<file path="src/rtl/vgalcd_timgen_if.sv">
// Signal bundle between the vgalcd register file / pixel path and the timing generator.
// The line-interrupt signals exist only when VGALCD_TIMGEN_LINEIRQ_EN is defined.
interface vgalcd_timgen_if #(
   parameter int HCNT_WIDTH  = 12,
   parameter int VCNT_WIDTH  = 12,
   parameter int PORCH_WIDTH = 10,
   parameter int DIV_WIDTH   = 8
);
   logic                   en_i;
   logic [DIV_WIDTH-1:0]   div_i;
   logic [PORCH_WIDTH-1:0] hbp_i, hsn_i, hfp_i;
   logic [HCNT_WIDTH-1:0]  hvlen_i;
   logic [PORCH_WIDTH-1:0] vbp_i, vsn_i, vfp_i;
   logic [VCNT_WIDTH-1:0]  vvlen_i;
   logic                   hpol_i, vpol_i;
   logic                   cfg_upd_i;
   logic                   cfg_ack_o;
   logic                   pix_tick_o;
   logic                   hsync_o, vsync_o;
   logic                   de_o;
   logic [HCNT_WIDTH-1:0]  xpos_o;
   logic [VCNT_WIDTH-1:0]  ypos_o;
   logic                   line_end_o, frame_end_o;
`ifdef VGALCD_TIMGEN_LINEIRQ_EN
   logic [VCNT_WIDTH-1:0]  irq_line_i;
   logic                   line_irq_o;
`endif

   modport master (
      output en_i, div_i, hbp_i, hsn_i, hfp_i, hvlen_i, vbp_i, vsn_i, vfp_i, vvlen_i,
             hpol_i, vpol_i, cfg_upd_i,
`ifdef VGALCD_TIMGEN_LINEIRQ_EN
      output irq_line_i,
      input  line_irq_o,
`endif
      input  cfg_ack_o, pix_tick_o, hsync_o, vsync_o, de_o, xpos_o, ypos_o,
             line_end_o, frame_end_o
   );

   modport slave (
      input  en_i, div_i, hbp_i, hsn_i, hfp_i, hvlen_i, vbp_i, vsn_i, vfp_i, vvlen_i,
             hpol_i, vpol_i, cfg_upd_i,
`ifdef VGALCD_TIMGEN_LINEIRQ_EN
      input  irq_line_i,
      output line_irq_o,
`endif
      output cfg_ack_o, pix_tick_o, hsync_o, vsync_o, de_o, xpos_o, ypos_o,
             line_end_o, frame_end_o
   );
endinterface

</file>
<file path="src/rtl/vgalcd_timgen.sv">
// Two-axis VGA/LCD timing generator with pixel prescaler and frame-synchronous shadow config.
// Optional line interrupt compare enabled by defining VGALCD_TIMGEN_LINEIRQ_EN.
module vgalcd_timgen #(
   parameter int HCNT_WIDTH  = 12,
   parameter int VCNT_WIDTH  = 12,
   parameter int PORCH_WIDTH = 10,
   parameter int DIV_WIDTH   = 8
) (
   input logic            clk_i,
   input logic            rst_i,
   vgalcd_timgen_if.slave tg_io
);
   localparam int HVW = (HCNT_WIDTH > VCNT_WIDTH) ? HCNT_WIDTH : VCNT_WIDTH;
   localparam int CW  = (HVW > PORCH_WIDTH) ? HVW : PORCH_WIDTH;

   typedef enum logic [1:0] {ST_BP, ST_VIS, ST_FP, ST_SYNC} phase_e;

   typedef struct packed {
      logic [DIV_WIDTH-1:0]   div;
      logic [PORCH_WIDTH-1:0] hbp, hsn, hfp;
      logic [HCNT_WIDTH-1:0]  hvlen;
      logic [PORCH_WIDTH-1:0] vbp, vsn, vfp;
      logic [VCNT_WIDTH-1:0]  vvlen;
      logic                   hpol, vpol;
`ifdef VGALCD_TIMGEN_LINEIRQ_EN
      logic [VCNT_WIDTH-1:0]  irq_line;
`endif
   } shadow_t;

   function automatic phase_e next_phase(input phase_e p);
      case (p)
         ST_BP:   return ST_VIS;
         ST_VIS:  return ST_FP;
         ST_FP:   return ST_SYNC;
         default: return ST_BP;
      endcase
   endfunction

   function automatic logic [CW-1:0] field_for(input phase_e p, input logic [CW-1:0] bp,
                                               input logic [CW-1:0] vis, input logic [CW-1:0] fp,
                                               input logic [CW-1:0] sn);
      case (p)
         ST_BP:   return bp;
         ST_VIS:  return vis;
         ST_FP:   return fp;
         default: return sn;
      endcase
   endfunction

   shadow_t              shd_q, shd_d, cfg_in;
   logic [DIV_WIDTH-1:0] presc_q, presc_d;
   phase_e               hst_q, hst_d, vst_q, vst_d;
   logic [CW-1:0]        hcnt_q, hcnt_d, vcnt_q, vcnt_d;
   logic                 pend_q, pend_d;
   logic                 ack_q, ack_d;
   logic                 idle, tick, line_end, frame_end, upd_now;
   logic [HCNT_WIDTH-1:0] xpos;
   logic [VCNT_WIDTH-1:0] ypos;

   always_comb begin
      cfg_in          = '0;
      cfg_in.div      = tg_io.div_i;
      cfg_in.hbp      = tg_io.hbp_i;
      cfg_in.hsn      = tg_io.hsn_i;
      cfg_in.hfp      = tg_io.hfp_i;
      cfg_in.hvlen    = tg_io.hvlen_i;
      cfg_in.vbp      = tg_io.vbp_i;
      cfg_in.vsn      = tg_io.vsn_i;
      cfg_in.vfp      = tg_io.vfp_i;
      cfg_in.vvlen    = tg_io.vvlen_i;
      cfg_in.hpol     = tg_io.hpol_i;
      cfg_in.vpol     = tg_io.vpol_i;
`ifdef VGALCD_TIMGEN_LINEIRQ_EN
      cfg_in.irq_line = tg_io.irq_line_i;
`endif

      idle      = rst_i | ~tg_io.en_i;
      tick      = ~idle & (presc_q == shd_q.div);
      line_end  = tick & (hst_q == ST_SYNC) & (hcnt_q == '0);
      frame_end = line_end & (vst_q == ST_SYNC) & (vcnt_q == '0);
      upd_now   = frame_end & (pend_q | tg_io.cfg_upd_i);

      // Shadows follow the inputs while idle; otherwise they load only at a frame boundary,
      // and the counters below reload from shd_d so the new frame starts on the new values.
      shd_d = (idle | upd_now) ? cfg_in : shd_q;

      presc_d = (idle | tick) ? '0 : presc_q + DIV_WIDTH'(1);

      hst_d  = hst_q;
      hcnt_d = hcnt_q;
      vst_d  = vst_q;
      vcnt_d = vcnt_q;
      if (idle) begin
         hst_d  = ST_BP;
         hcnt_d = CW'(shd_d.hbp);
         vst_d  = ST_BP;
         vcnt_d = CW'(shd_d.vbp);
      end else begin
         if (tick) begin
            if (hcnt_q == '0) begin
               hst_d  = next_phase(hst_q);
               hcnt_d = field_for(hst_d, CW'(shd_d.hbp), CW'(shd_d.hvlen),
                                  CW'(shd_d.hfp), CW'(shd_d.hsn));
            end else begin
               hcnt_d = hcnt_q - CW'(1);
            end
         end
         if (line_end) begin
            if (vcnt_q == '0) begin
               vst_d  = next_phase(vst_q);
               vcnt_d = field_for(vst_d, CW'(shd_d.vbp), CW'(shd_d.vvlen),
                                  CW'(shd_d.vfp), CW'(shd_d.vsn));
            end else begin
               vcnt_d = vcnt_q - CW'(1);
            end
         end
      end

      pend_d = pend_q;
      if (idle | upd_now)         pend_d = 1'b0;
      else if (tg_io.cfg_upd_i)   pend_d = 1'b1;

      ack_d = ~rst_i & ((~tg_io.en_i & tg_io.cfg_upd_i) | upd_now);

      xpos = (hst_q == ST_VIS) ? shd_q.hvlen - HCNT_WIDTH'(hcnt_q) : '0;
      ypos = (vst_q == ST_VIS) ? shd_q.vvlen - VCNT_WIDTH'(vcnt_q) : '0;
   end

   always_ff @(posedge clk_i) begin
      shd_q   <= shd_d;
      presc_q <= presc_d;
      hst_q   <= hst_d;
      hcnt_q  <= hcnt_d;
      vst_q   <= vst_d;
      vcnt_q  <= vcnt_d;
      pend_q  <= pend_d;
      ack_q   <= ack_d;
   end

   assign tg_io.cfg_ack_o   = ack_q;
   assign tg_io.pix_tick_o  = tick;
   assign tg_io.line_end_o  = line_end;
   assign tg_io.frame_end_o = frame_end;
   assign tg_io.de_o        = (hst_q == ST_VIS) & (vst_q == ST_VIS);
   assign tg_io.xpos_o      = xpos;
   assign tg_io.ypos_o      = ypos;
   assign tg_io.hsync_o     = (hst_q == ST_SYNC) ~^ shd_q.hpol;
   assign tg_io.vsync_o     = (vst_q == ST_SYNC) ~^ shd_q.vpol;
`ifdef VGALCD_TIMGEN_LINEIRQ_EN
   assign tg_io.line_irq_o  = line_end & (vst_q == ST_VIS) & (ypos == shd_q.irq_line);
`endif
endmodule

</file>
<file path="src/flat_wrapper.sv">
// flat-port wrapper written by rule: the top's interface ports become plain ports
module vgalcd_timgen_flat 
#(
   parameter int HCNT_WIDTH  = 12,
   parameter int VCNT_WIDTH  = 12,
   parameter int PORCH_WIDTH = 10,
   parameter int DIV_WIDTH   = 8
)
  (clk_i, rst_i, tg_io_en_i, tg_io_div_i, tg_io_hbp_i, tg_io_hsn_i, tg_io_hfp_i, tg_io_hvlen_i, tg_io_vbp_i, tg_io_vsn_i, tg_io_vfp_i, tg_io_vvlen_i, tg_io_hpol_i, tg_io_vpol_i, tg_io_cfg_upd_i, tg_io_cfg_ack_o, tg_io_pix_tick_o, tg_io_hsync_o, tg_io_vsync_o, tg_io_de_o, tg_io_xpos_o, tg_io_ypos_o, tg_io_line_end_o, tg_io_frame_end_o);
  vgalcd_timgen_if #(.HCNT_WIDTH(HCNT_WIDTH), .VCNT_WIDTH(VCNT_WIDTH), .PORCH_WIDTH(PORCH_WIDTH), .DIV_WIDTH(DIV_WIDTH)) tg_io_i ();
  input logic clk_i;
  input logic rst_i;
  input wire logic [$bits(tg_io_i.en_i)-1:0] tg_io_en_i;
  input wire logic [$bits(tg_io_i.div_i)-1:0] tg_io_div_i;
  input wire logic [$bits(tg_io_i.hbp_i)-1:0] tg_io_hbp_i;
  input wire logic [$bits(tg_io_i.hsn_i)-1:0] tg_io_hsn_i;
  input wire logic [$bits(tg_io_i.hfp_i)-1:0] tg_io_hfp_i;
  input wire logic [$bits(tg_io_i.hvlen_i)-1:0] tg_io_hvlen_i;
  input wire logic [$bits(tg_io_i.vbp_i)-1:0] tg_io_vbp_i;
  input wire logic [$bits(tg_io_i.vsn_i)-1:0] tg_io_vsn_i;
  input wire logic [$bits(tg_io_i.vfp_i)-1:0] tg_io_vfp_i;
  input wire logic [$bits(tg_io_i.vvlen_i)-1:0] tg_io_vvlen_i;
  input wire logic [$bits(tg_io_i.hpol_i)-1:0] tg_io_hpol_i;
  input wire logic [$bits(tg_io_i.vpol_i)-1:0] tg_io_vpol_i;
  input wire logic [$bits(tg_io_i.cfg_upd_i)-1:0] tg_io_cfg_upd_i;
  output wire logic [$bits(tg_io_i.cfg_ack_o)-1:0] tg_io_cfg_ack_o;
  output wire logic [$bits(tg_io_i.pix_tick_o)-1:0] tg_io_pix_tick_o;
  output wire logic [$bits(tg_io_i.hsync_o)-1:0] tg_io_hsync_o;
  output wire logic [$bits(tg_io_i.vsync_o)-1:0] tg_io_vsync_o;
  output wire logic [$bits(tg_io_i.de_o)-1:0] tg_io_de_o;
  output wire logic [$bits(tg_io_i.xpos_o)-1:0] tg_io_xpos_o;
  output wire logic [$bits(tg_io_i.ypos_o)-1:0] tg_io_ypos_o;
  output wire logic [$bits(tg_io_i.line_end_o)-1:0] tg_io_line_end_o;
  output wire logic [$bits(tg_io_i.frame_end_o)-1:0] tg_io_frame_end_o;
  assign tg_io_i.en_i = tg_io_en_i;
  assign tg_io_i.div_i = tg_io_div_i;
  assign tg_io_i.hbp_i = tg_io_hbp_i;
  assign tg_io_i.hsn_i = tg_io_hsn_i;
  assign tg_io_i.hfp_i = tg_io_hfp_i;
  assign tg_io_i.hvlen_i = tg_io_hvlen_i;
  assign tg_io_i.vbp_i = tg_io_vbp_i;
  assign tg_io_i.vsn_i = tg_io_vsn_i;
  assign tg_io_i.vfp_i = tg_io_vfp_i;
  assign tg_io_i.vvlen_i = tg_io_vvlen_i;
  assign tg_io_i.hpol_i = tg_io_hpol_i;
  assign tg_io_i.vpol_i = tg_io_vpol_i;
  assign tg_io_i.cfg_upd_i = tg_io_cfg_upd_i;
  assign tg_io_cfg_ack_o = tg_io_i.cfg_ack_o;
  assign tg_io_pix_tick_o = tg_io_i.pix_tick_o;
  assign tg_io_hsync_o = tg_io_i.hsync_o;
  assign tg_io_vsync_o = tg_io_i.vsync_o;
  assign tg_io_de_o = tg_io_i.de_o;
  assign tg_io_xpos_o = tg_io_i.xpos_o;
  assign tg_io_ypos_o = tg_io_i.ypos_o;
  assign tg_io_line_end_o = tg_io_i.line_end_o;
  assign tg_io_frame_end_o = tg_io_i.frame_end_o;
  vgalcd_timgen #(.HCNT_WIDTH(HCNT_WIDTH), .VCNT_WIDTH(VCNT_WIDTH), .PORCH_WIDTH(PORCH_WIDTH), .DIV_WIDTH(DIV_WIDTH)) u_core (.clk_i(clk_i), .rst_i(rst_i), .tg_io(tg_io_i));
endmodule
</file>
<file path="config.mk">
export PLATFORM = sky130hd
export DESIGN_NAME = vgalcd_timgen_flat
export DESIGN_NICKNAME = d
export VERILOG_FILES = /design/src/rtl/vgalcd_timgen_if.sv /design/src/rtl/vgalcd_timgen.sv /design/src/flat_wrapper.sv
export SDC_FILE = /design/constraint.sdc
export NUM_CORES = 1
export LEC_CHECK = 0
export CORE_AREA = 3 3 119 121
export CTS_CLUSTER_SIZE = 28
export DETAILED_ROUTE_END_ITERATION = 10
export DIE_AREA = 0 0 122 124
export PLACE_DENSITY_LB_ADDON = 0.1
export SLEW_MARGIN = 10
export SYNTH_ARGS = -nofsm -noshare
export SYNTH_HDL_FRONTEND = slang
export SYNTH_SLANG_ARGS = --single-unit
</file>
<file path="constraint.sdc">
create_clock -name clk_i -period 3.15 [get_ports clk_i]
set_clock_uncertainty 0.2 [all_clocks]
set_input_delay 0.315 -clock clk_i [delete_from_list [all_inputs] [get_ports clk_i]]
set_output_delay 0.315 -clock clk_i [all_outputs]
set_load 0.01 [all_outputs]
</file>
==> results of run 1 <==
==> final cells by class <==
class	instances	area, µm²	share of cell area, %
Multi-Input combinational cell	496	4075	41.07
Sequential cell	132	2945	29.68
Timing Repair Buffer	217	1996	20.11
Clock buffer	27	514.2	5.183
Tap cell	176	220.2	2.219
Inverter	39	148.9	1.501
Clock inverter	5	22.52	0.2270
==> sequential cells by signal, summed over array words and instances (netlist names) <==
| name | count |
|---|---|
| u_core.tg_io.cfg_ack_o | 1 |
| u_core.presc_q | 8 |
| u_core.hst_q | 2 |
| u_core.vst_q | 2 |
| u_core.vcnt_q | 12 |
| u_core.pend_q | 1 |
| u_core.shd_q | 94 |
| u_core.hcnt_q | 12 |
==> metrics by stage <==
stage / setup WS (ps) / cell area, µm² / setup TNS (ps) / instances
2_1_floorplan: 153.3 / 7003 / 0 / 697
3_3_place_gp: -508.4 / 8797 / -1743 / 1028
3_5_place_dp: -549.1 / 8797 / -2158 / 1028
4_1_cts: -271.6 / 9583 / -1351 / 1081
5_1_grt: -487.0 / 9922 / -3105 / 1092
6_report: -315.4 / 9922 / -1694 / 1092
==> repair_timing <==
| item | 4_1_cts | 5_1_grt |
|---|---|---|
| resized for setup | 86 | 61 |
| cloned | 0 | 4 |
| pin swaps | 29 | 32 |
| endpoints found under the setup margin | 18 | 33 |
| buffers inserted | 28 | 16 |
==> worst reg2reg max path: cells and delay by family (launching register included) <==
family | cells | cell delay (ps)
flops | 1 | 410
fa+ha+maj | 1 | 140
simple gates | 2 | 310
mux | 1 | 330
buf+inv | 7 | 1050
compound gates | 3 | 440
==> power breakdown <==
part / internal (mW) / total [mW] / switching (mW)
Clock: 1.11 / 1.81 / 0.700
Combinational: 0.597 / 1.10 / 0.507
Sequential: 1.88 / 1.94 / 0.0659
==> routing by layer <==
| layer | vias to the layer above | part of all wire [%] | GRT usage, % |
|---|---|---|---|
| li1 | 2924 | - | - |
| met1 | 2979 | 44 | 34.58 |
| met2 | 254 | 47 | 41.95 |
| met3 | 29 | 7.8 | 5.904 |
| met4 | 0 | 1.6 | 8.473 |
| met5 | - | 0 | 0 |
==> layout by cell type, fill, tap and decap left out, types with 6 or more instances in the layout <==
| cell | netlist | routed |
|---|---|---|
| mux2_1 | 44 | 42 |
| a22oi_1 | 18 | 14 |
| nor3_1 | 24 | 21 |
| a211oi_1 | 8 | 7 |
| or3_1 | 6 | 6 |
| xor2_1 | 11 | 11 |
| a211o_1 | 9 | 9 |
| nor2b_1 | 6 | 6 |
| a21oi_2 | 0 | 11 |
| dfxtp_1 | 102 | 100 |
| and3_1 | 10 | 9 |
| clkbuf_1 | 19 | 6 |
| ha_1 | 37 | 32 |
| buf_2 | 7 | 11 |
| buf_4 | 1 | 79 |
| o21ai_0 | 16 | 13 |
| inv_2 | 5 | 11 |
| clkdlybuf4s50_1 | 0 | 109 |
| nand4_1 | 8 | 8 |
| and2_1 | 21 | 21 |
| nand3_1 | 18 | 17 |
| a21oi_1 | 36 | 24 |
| xnor2_1 | 37 | 35 |
| edfxtp_1 | 30 | 30 |
| a31oi_1 | 8 | 8 |
| nand2_1 | 36 | 35 |
| nor2_1 | 42 | 39 |
| clkbuf_16 | 0 | 22 |
| mux2_2 | 39 | 39 |
| inv_1 | 34 | 27 |
==> cell families after synthesis <==
group	after synthesis
flops	132
mux	84
buf+inv	69
simple gates	192
fa+ha+maj	39
compound gates	133
xor+xnor	48
==> worst paths after layout <==
kind / slack [ps] / cells past startpoint / endpoint
worst max-delay path: -320 / 12 / tg_io_xpos_o[10]
worst min-delay path: 250 / 1 / u_core.shd_q[86]$_DFFE_PN_
worst max register to register: -10 / 14 / u_core.hcnt_q[6]$_DFFE_PP_
worst min register to register: 260 / 1 / u_core.shd_q[38]$_DFF_P_
==> metrics.csv, run 1 <==
stage,metric,value,unit
final_layout,antenna_cells,0,
synthesis,ys_top_cells_by_count,"dfxtp_1 (102), mux2_1 (44), nor2_1 (42), mux2_2 (39)",
route,postRouteAntennaNets,0,
sta,fin_crit_sh,110.0,%
status,status,"finished, violations left",
critical_path,critPathSlowestCell,edfxtp_1,
critical_path,regToRegStartpoint,u_core.hcnt_q[1]$_DFFE_PP_,
critical_path,crit_type,flop to output port,
synthesis,synth_cell_types,56,
synthesis,synth_compound_area_share,12.69,%
route,firstDrtPassIters,6,
route,drtIter0Drc,558,
synthesis,yosysTopAreaCell,dfxtp_1,
critical_path,cp.required,2630,ps
die,start_util,53.09,%
synthesis,synth-adder-area-share,7.182,%
sta,holdWs,248.6,ps
global_routing,overflow,0,
synthesis,syn-cell-area,0.007003,mm²
sta,min_period,3465,ps
synthesis,async_flop_share,0,%
pwr,p_leak,4.062,nW
pwr,power,4.853,mW
worst_hold_path,hp-start,tg_io_div_i[0],
clock_tree,clk_path_buf_depth,2,
global_routing,grt_max_degree,40,
synthesis,syn_inst,697,
clock_tree,cts_hold_repair.buffers,0,
sta,setup_viol,8,
sta,final.setup.worst_slack,-315.4,ps
route,vias_per_cell,5.665,
die,num_io_pins,129,
route,wire_per_inst,18.66,µm
clock_tree,clkSlewWorstSetupHoldPaths,50,ps
critical_path,cp_top_family,compound AO/OA/AOI/OAI gates,
critical_path,path_buf_inv,2,
job,maxCapViolCount,0,
place,gp_congestion,0.9077,
global_routing,grt.total_usage,25.93,%
critical_path,critical_path.max_fanout,2,
global_routing,antenna_found_initial,0,
clock_tree,cts_tree,built,
die,fp.dieW,122,µm
route,drc,0,
critical_path,crit_chain,ha_4 -> inv_2 -> fa_2 -> a21o_1 -> a21oi_2 -> o21bai_2 -> a2111oi_4 -> nor3_2 -> a31oi_1 -> xnor2_1 -> and2_1 -> buf_2,
worst_hold_path,hold_class,primary input to flop,
die,design.core.area,0.01319,mm²
die,die_h,124,µm
final_layout,fin_util,75.22,%
global_routing,grt_pass1_wl,30350,µm
route,routed_wl,20380,µm
status,violations,negative setup slack,
synthesis,synth.most_common_cell,dfxtp_1,
synthesis,synth.yosys.seq_area_share,42.02,%
synthesis,mappedNetlistNets,834,
synthesis,synth_simple_gate_area_share,14.35,%
synthesis,synth-main-ff-cell,dfxtp_1,
die,core.rowCount,42,
critical_path,max_stage_delay,400,ps
critical_path,crit_path_start_kind,flop,
critical_path,arrival,2950,ps
critical_path,cp-startpoint,u_core.hcnt_q[0]$_DFFE_PP_,
synthesis,ys_warn_count,0,
final_layout,nNetsFinal,1040,
final_layout,fill_cells,884,
sta,rsz0062_at_grt,true,
route,num_vias,6186,
synthesis,synth_top_family_by_area,simple AND/OR/NAND/NOR gates,
synthesis,avgSynthCellArea,10.05,µm²
synthesis,synth.mux.area_fraction,13.56,%
pwr,ir_drop,0.3808,mV
synthesis,synth_area_leaders,"dfxtp_1 (29%), edfxtp_1 (13%), mux2_1 (7.1%), ha_1 (6.6%), mux2_2 (6.3%)",
sta,tightest_slew,790.9,ps
sta,max_freq,288.6,MHz
clock_tree,insertion_delay,420,ps
synthesis,synth_edf_count,30,
final_layout,drive_above_1_share,25.87,%
sta,slew_viol_final,0,
sta,maxSlewHeadroom,46.87,%
synthesis,synthXorXnorAreaFrac,6.003,%
clock_tree,cts.sinks,132,
global_routing,grt_pass1_vias,6040,
synthesis,ys_ff_latch,132,
clock_tree,root_buffer,clkbuf_16,
critical_path,cp-end-kind,output port,
sta,hold_viol,0,
clock_tree,cts-buffers-inserted,17,
clock_tree,cts_max_level,4,
die,die_area,0.01513,mm²
place,io_buffers,128,
pwr,power_density,489.2,mW/mm²
synthesis,synth_top_area_share,29.16,%
place,hpwl,13520,µm
final_layout,area_growth,41.68,%
No activity file was read; power rests on OpenSTA's default activity.
==> inputs of run 2 (changes only) <==
--- a/config.mk
+++ b/config.mk
@@ -9,6 +9,7 @@
 export CTS_CLUSTER_SIZE = 28
 export DETAILED_ROUTE_END_ITERATION = 10
 export DIE_AREA = 0 0 122 124
+export HOLD_SLACK_MARGIN = 0.08
 export PLACE_DENSITY_LB_ADDON = 0.1
 export SLEW_MARGIN = 10
 export SYNTH_ARGS = -nofsm -noshare
==> results of run 2 <==
No change in the layout: final DEF, timing and power equal those of run 1.
==> inputs of run 3 (changes only) <==
--- a/config.mk
+++ b/config.mk
@@ -5,13 +5,15 @@
 export SDC_FILE = /design/constraint.sdc
 export NUM_CORES = 1
 export LEC_CHECK = 0
-export CORE_AREA = 3 3 119 121
+export ABC_AREA = 1
+export CORE_AREA = 3 3 125 127
 export CTS_CLUSTER_SIZE = 28
 export DETAILED_ROUTE_END_ITERATION = 10
-export DIE_AREA = 0 0 122 124
+export DIE_AREA = 0 0 128 130
+export DONT_BUFFER_PORTS = 1
 export HOLD_SLACK_MARGIN = 0.08
 export PLACE_DENSITY_LB_ADDON = 0.1
-export SLEW_MARGIN = 10
+export SLEW_MARGIN = 20
 export SYNTH_ARGS = -nofsm -noshare
 export SYNTH_HDL_FRONTEND = slang
 export SYNTH_SLANG_ARGS = --single-unit
==> metrics.csv, run 3 <==
stage,metric,value,unit
synthesis,synth_top_area_share,25.62,%
pwr,ir_drop,0.4305,mV
route,routed_wl,22720,µm
clock_tree,cts_max_level,4,
place,gp_congestion,0.8675,
place,place_area,0.008169,mm²
clock_tree,cts_tree,built,
synthesis,async_flop_share,0,%
clock_tree,insertion_delay,420,ps
global_routing,use_met2,38.85,%
synthesis,yosysTopAreaCell,dfxtp_1,
synthesis,ys_ff_latch,132,
sta,setup_viol,1,
synthesis,syn_inst,1163,
synthesis,avgSynthCellArea,6.852,µm²
pwr,power_density,466.9,mW/mm²
critical_path,crit_type,flop to output port,
synthesis,ys_warn_count,0,
critical_path,r2r-end,u_core.hcnt_q[3]$_DFFE_PP_,
route,vias_per_cell,5.189,
final_layout,antenna_cells,0,
sta,holdWs,182.5,ps
sta,min_period,3180,ps
pwr,power,4.802,mW
pwr,combPwrFrac,18.0,%
synthesis,synth.most_common_cell,nand2_1,
sta,max_freq,314.5,MHz
global_routing,antenna_found_initial,0,
status,violations,negative setup slack,
pwr,clockPowerShare,41.4,%
global_routing,overflow,0,
status,status,"finished, violations left",
synthesis,synth_edf_count,30,
final_layout,regArea,0.002944,mm²
pwr,seq_power_share,40.6,%
critical_path,cp.required,2630,ps
final_layout,area_growth,29.08,%
place,io_buffers,0,
route,wire_per_inst,15.35,µm
pwr,p_leak,4.978,nW
final_layout,regMostFlops,u_core.shd_q,
route,drc,0,
route,num_vias,7680,
synthesis,mappedNetlistNets,1300,
final_layout,nNetsFinal,1420,
global_routing,grt_max_degree,64,
synthesis,synth_area_leaders,"dfxtp_1 (26%), nand2_1 (14%), edfxtp_1 (11%), inv_1 (8.4%), nand3_1 (7.8%)",
global_routing,grt_pass1_wl,35030,µm
sta,hold_viol,0,
place,place_inst,1323,
sta,final.setup.worst_slack,-29.64,ps
final_layout,fin_util,70.77,%
pwr,p_int,3.518,mW
synthesis,ys_top_cells_by_count,"nand2_1 (302), inv_1 (179), nand3_1 (124), dfxtp_1 (102), nor2_1 (88)",
clock_tree,clk_path_buf_depth,2,
worst_hold_path,hold_class,primary input to flop,
die,die_h,130,µm
sta,rsz0062_at_grt,true,
critical_path,crit_path_start_kind,flop,
die,num_io_pins,129,
route,drtIter0Drc,645,
final_layout,fin_area,0.01029,mm²
global_routing,grt_pass1_vias,6957,
job,maxCapViolCount,0,
global_routing,grt.total_usage,26.42,%
place,hpwl,15170,µm
synthesis,syn-cell-area,0.007969,mm²
clock_tree,root_buffer,clkbuf_16,
critical_path,endpoint,tg_io_xpos_o[10],
critical_path,rr_worst_depth,16,
final_layout,multi_input_area,0.004352,mm²
final_layout,final_cells,1480,
route,firstDrtPassIters,5,
global_routing,busiest_layer,met1,
final_layout,drive_above_1_share,10.96,%
global_routing,use_met3,5.690,%
sta,tightest_slew,955.6,ps
pwr,p_switching,1.285,mW
die,fp.dieW,128,µm
clock_tree,clkSlewWorstSetupHoldPaths,60,ps
critical_path,r2r_slack,150,ps
global_routing,grt_util_met1,39.40,%
final_layout,layout_common_cells,"nand2_1 (297), inv_1 (173), nand3_1 (120)",
die,start_util,54.83,%
sta,maxSlewHeadroom,36.29,%
critical_path,cp-startpoint,u_core.hcnt_q[0]$_DFFE_PP_,
critical_path,arrival,2660,ps
final_layout,largest_reg_flops,94,
final_layout,top_regs,"u_core.shd_q x94, u_core.hcnt_q x12, u_core.vcnt_q x12",
final_layout,final_common_cell,nand2_1,
die,design.core.area,0.01453,mm²
critical_path,regToRegStartpoint,u_core.hcnt_q[0]$_DFFE_PP_,
sta,fin_crit_sh,100.9,%
synthesis,synth_cell_types,38,
sta,slew_viol_final,0,
pwr,power_switching_share,26.75,%
final_layout,fill_cells,1216,
clock_tree,cts.sinks,132,
die,die_area,0.01664,mm²
synthesis,synth-main-ff-cell,dfxtp_1,
critical_path,cp-end-kind,output port,
clock_tree,cts-buffers-inserted,17,
synthesis,synth.yosys.seq_area_share,36.93,%
route,postRouteAntennaNets,0,
die,core.rowCount,44,
critical_path,critical_path.max_fanout,2,
-- run 3: stage by stage --
stage	TNS, ps	setup WS (ps)
final	-29.64	-29.64
after global routing	-683.5	-237.3
after CTS	0	7.384
after detailed placement	0	52.99
after global placement	0	127.0
after floorplan	0	395.4
-- run 3: what timing repair did --
action                                 in CTS  in global routing
endpoints found under the hold margin     119                  0
gates cloned                                0                  4
gates resized for setup                    13                 60
setup endpoints to repair                   4                 30
setup buffers                               3                 21
pin swaps                                   7                 24
hold buffers                               97                  0
-- run 3: routing by layer --
layer	vias to the layer above	routed length [µm]
li1	3886	-
met1	3501	10940
met2	265	9996
met3	28	1480
met4	0	300
met5	-	0
-- run 3: power by group through the flow --
stage | Clock, mW | Sequential (mW) | Combinational (mW)
after global routing | 2.09 | 1.96 | 0.970
after CTS | 2.01 | 1.94 | 0.734
final | 1.99 | 1.95 | 0.864
after global placement | 0 | 1.98 | 0.594
after detailed placement | 0 | 1.98 | 0.603
after floorplan | 0 | 1.96 | 0.494
-- run 3: kinds of logic (layout without fill, tap and decap cells) --
family / Yosys count / after routing / share of synthesized area, %
buffers and inverters: 239 / 371 / 11.92
DFF: 132 / 132 / 36.93
adders and majority gates: 39 / 39 / 6.312
and+or+nand+nor: 608 / 609 / 34.23
AOI/OAI and AO/OA: 120 / 120 / 7.866
xor gates and xnor gates: 25 / 25 / 2.748
-- run 3: layout make-up --
| class | count | share of cell area, % |
|---|---|---|
| tap | 184 | 2.238 |
| timing repair buffer | 142 | 13.85 |
| multi-input combinational | 793 | 42.31 |
| clock buffer | 19 | 4.209 |
| inverter | 197 | 7.238 |
| sequential | 132 | 28.62 |
| clock inverter | 13 | 1.533 |
-- run 3: critical path: stages, from the launching register on --
cell and delay [ps]:
edfxtp_1 350, ha_2 180, inv_2 40, fa_2 390, nand3_2 90, nand3_2 90, nand2_2 70, nand2_2 50
a21oi_2 140, nor2_1 60, o21ai_1 130, nand2_1 90, nand2_1 70, nand2_1 60, a21oi_2 140, xor2_1 80
nor2_2 190
-- run 3: worst min-delay path by stage --
stage / from / endpoint / slack (ps) / depth (start not counted)
3_3_place_gp: rst_i / u_core.tg_io.cfg_ack_o$_DFF_P_ / 190 / 1
6_report: rst_i / u_core.vcnt_q[10]$_SDFFE_PP0P_ / 180 / 4
4_1_cts: rst_i / u_core.vst_q[0]$_SDFFE_PP0P_ / 110 / 4
3_5_place_dp: rst_i / u_core.tg_io.cfg_ack_o$_DFF_P_ / 190 / 1
2_1_floorplan: rst_i / u_core.tg_io.cfg_ack_o$_DFF_P_ / 180 / 1
5_1_grt: rst_i / u_core.vcnt_q[11]$_SDFFE_PP0P_ / 200 / 5
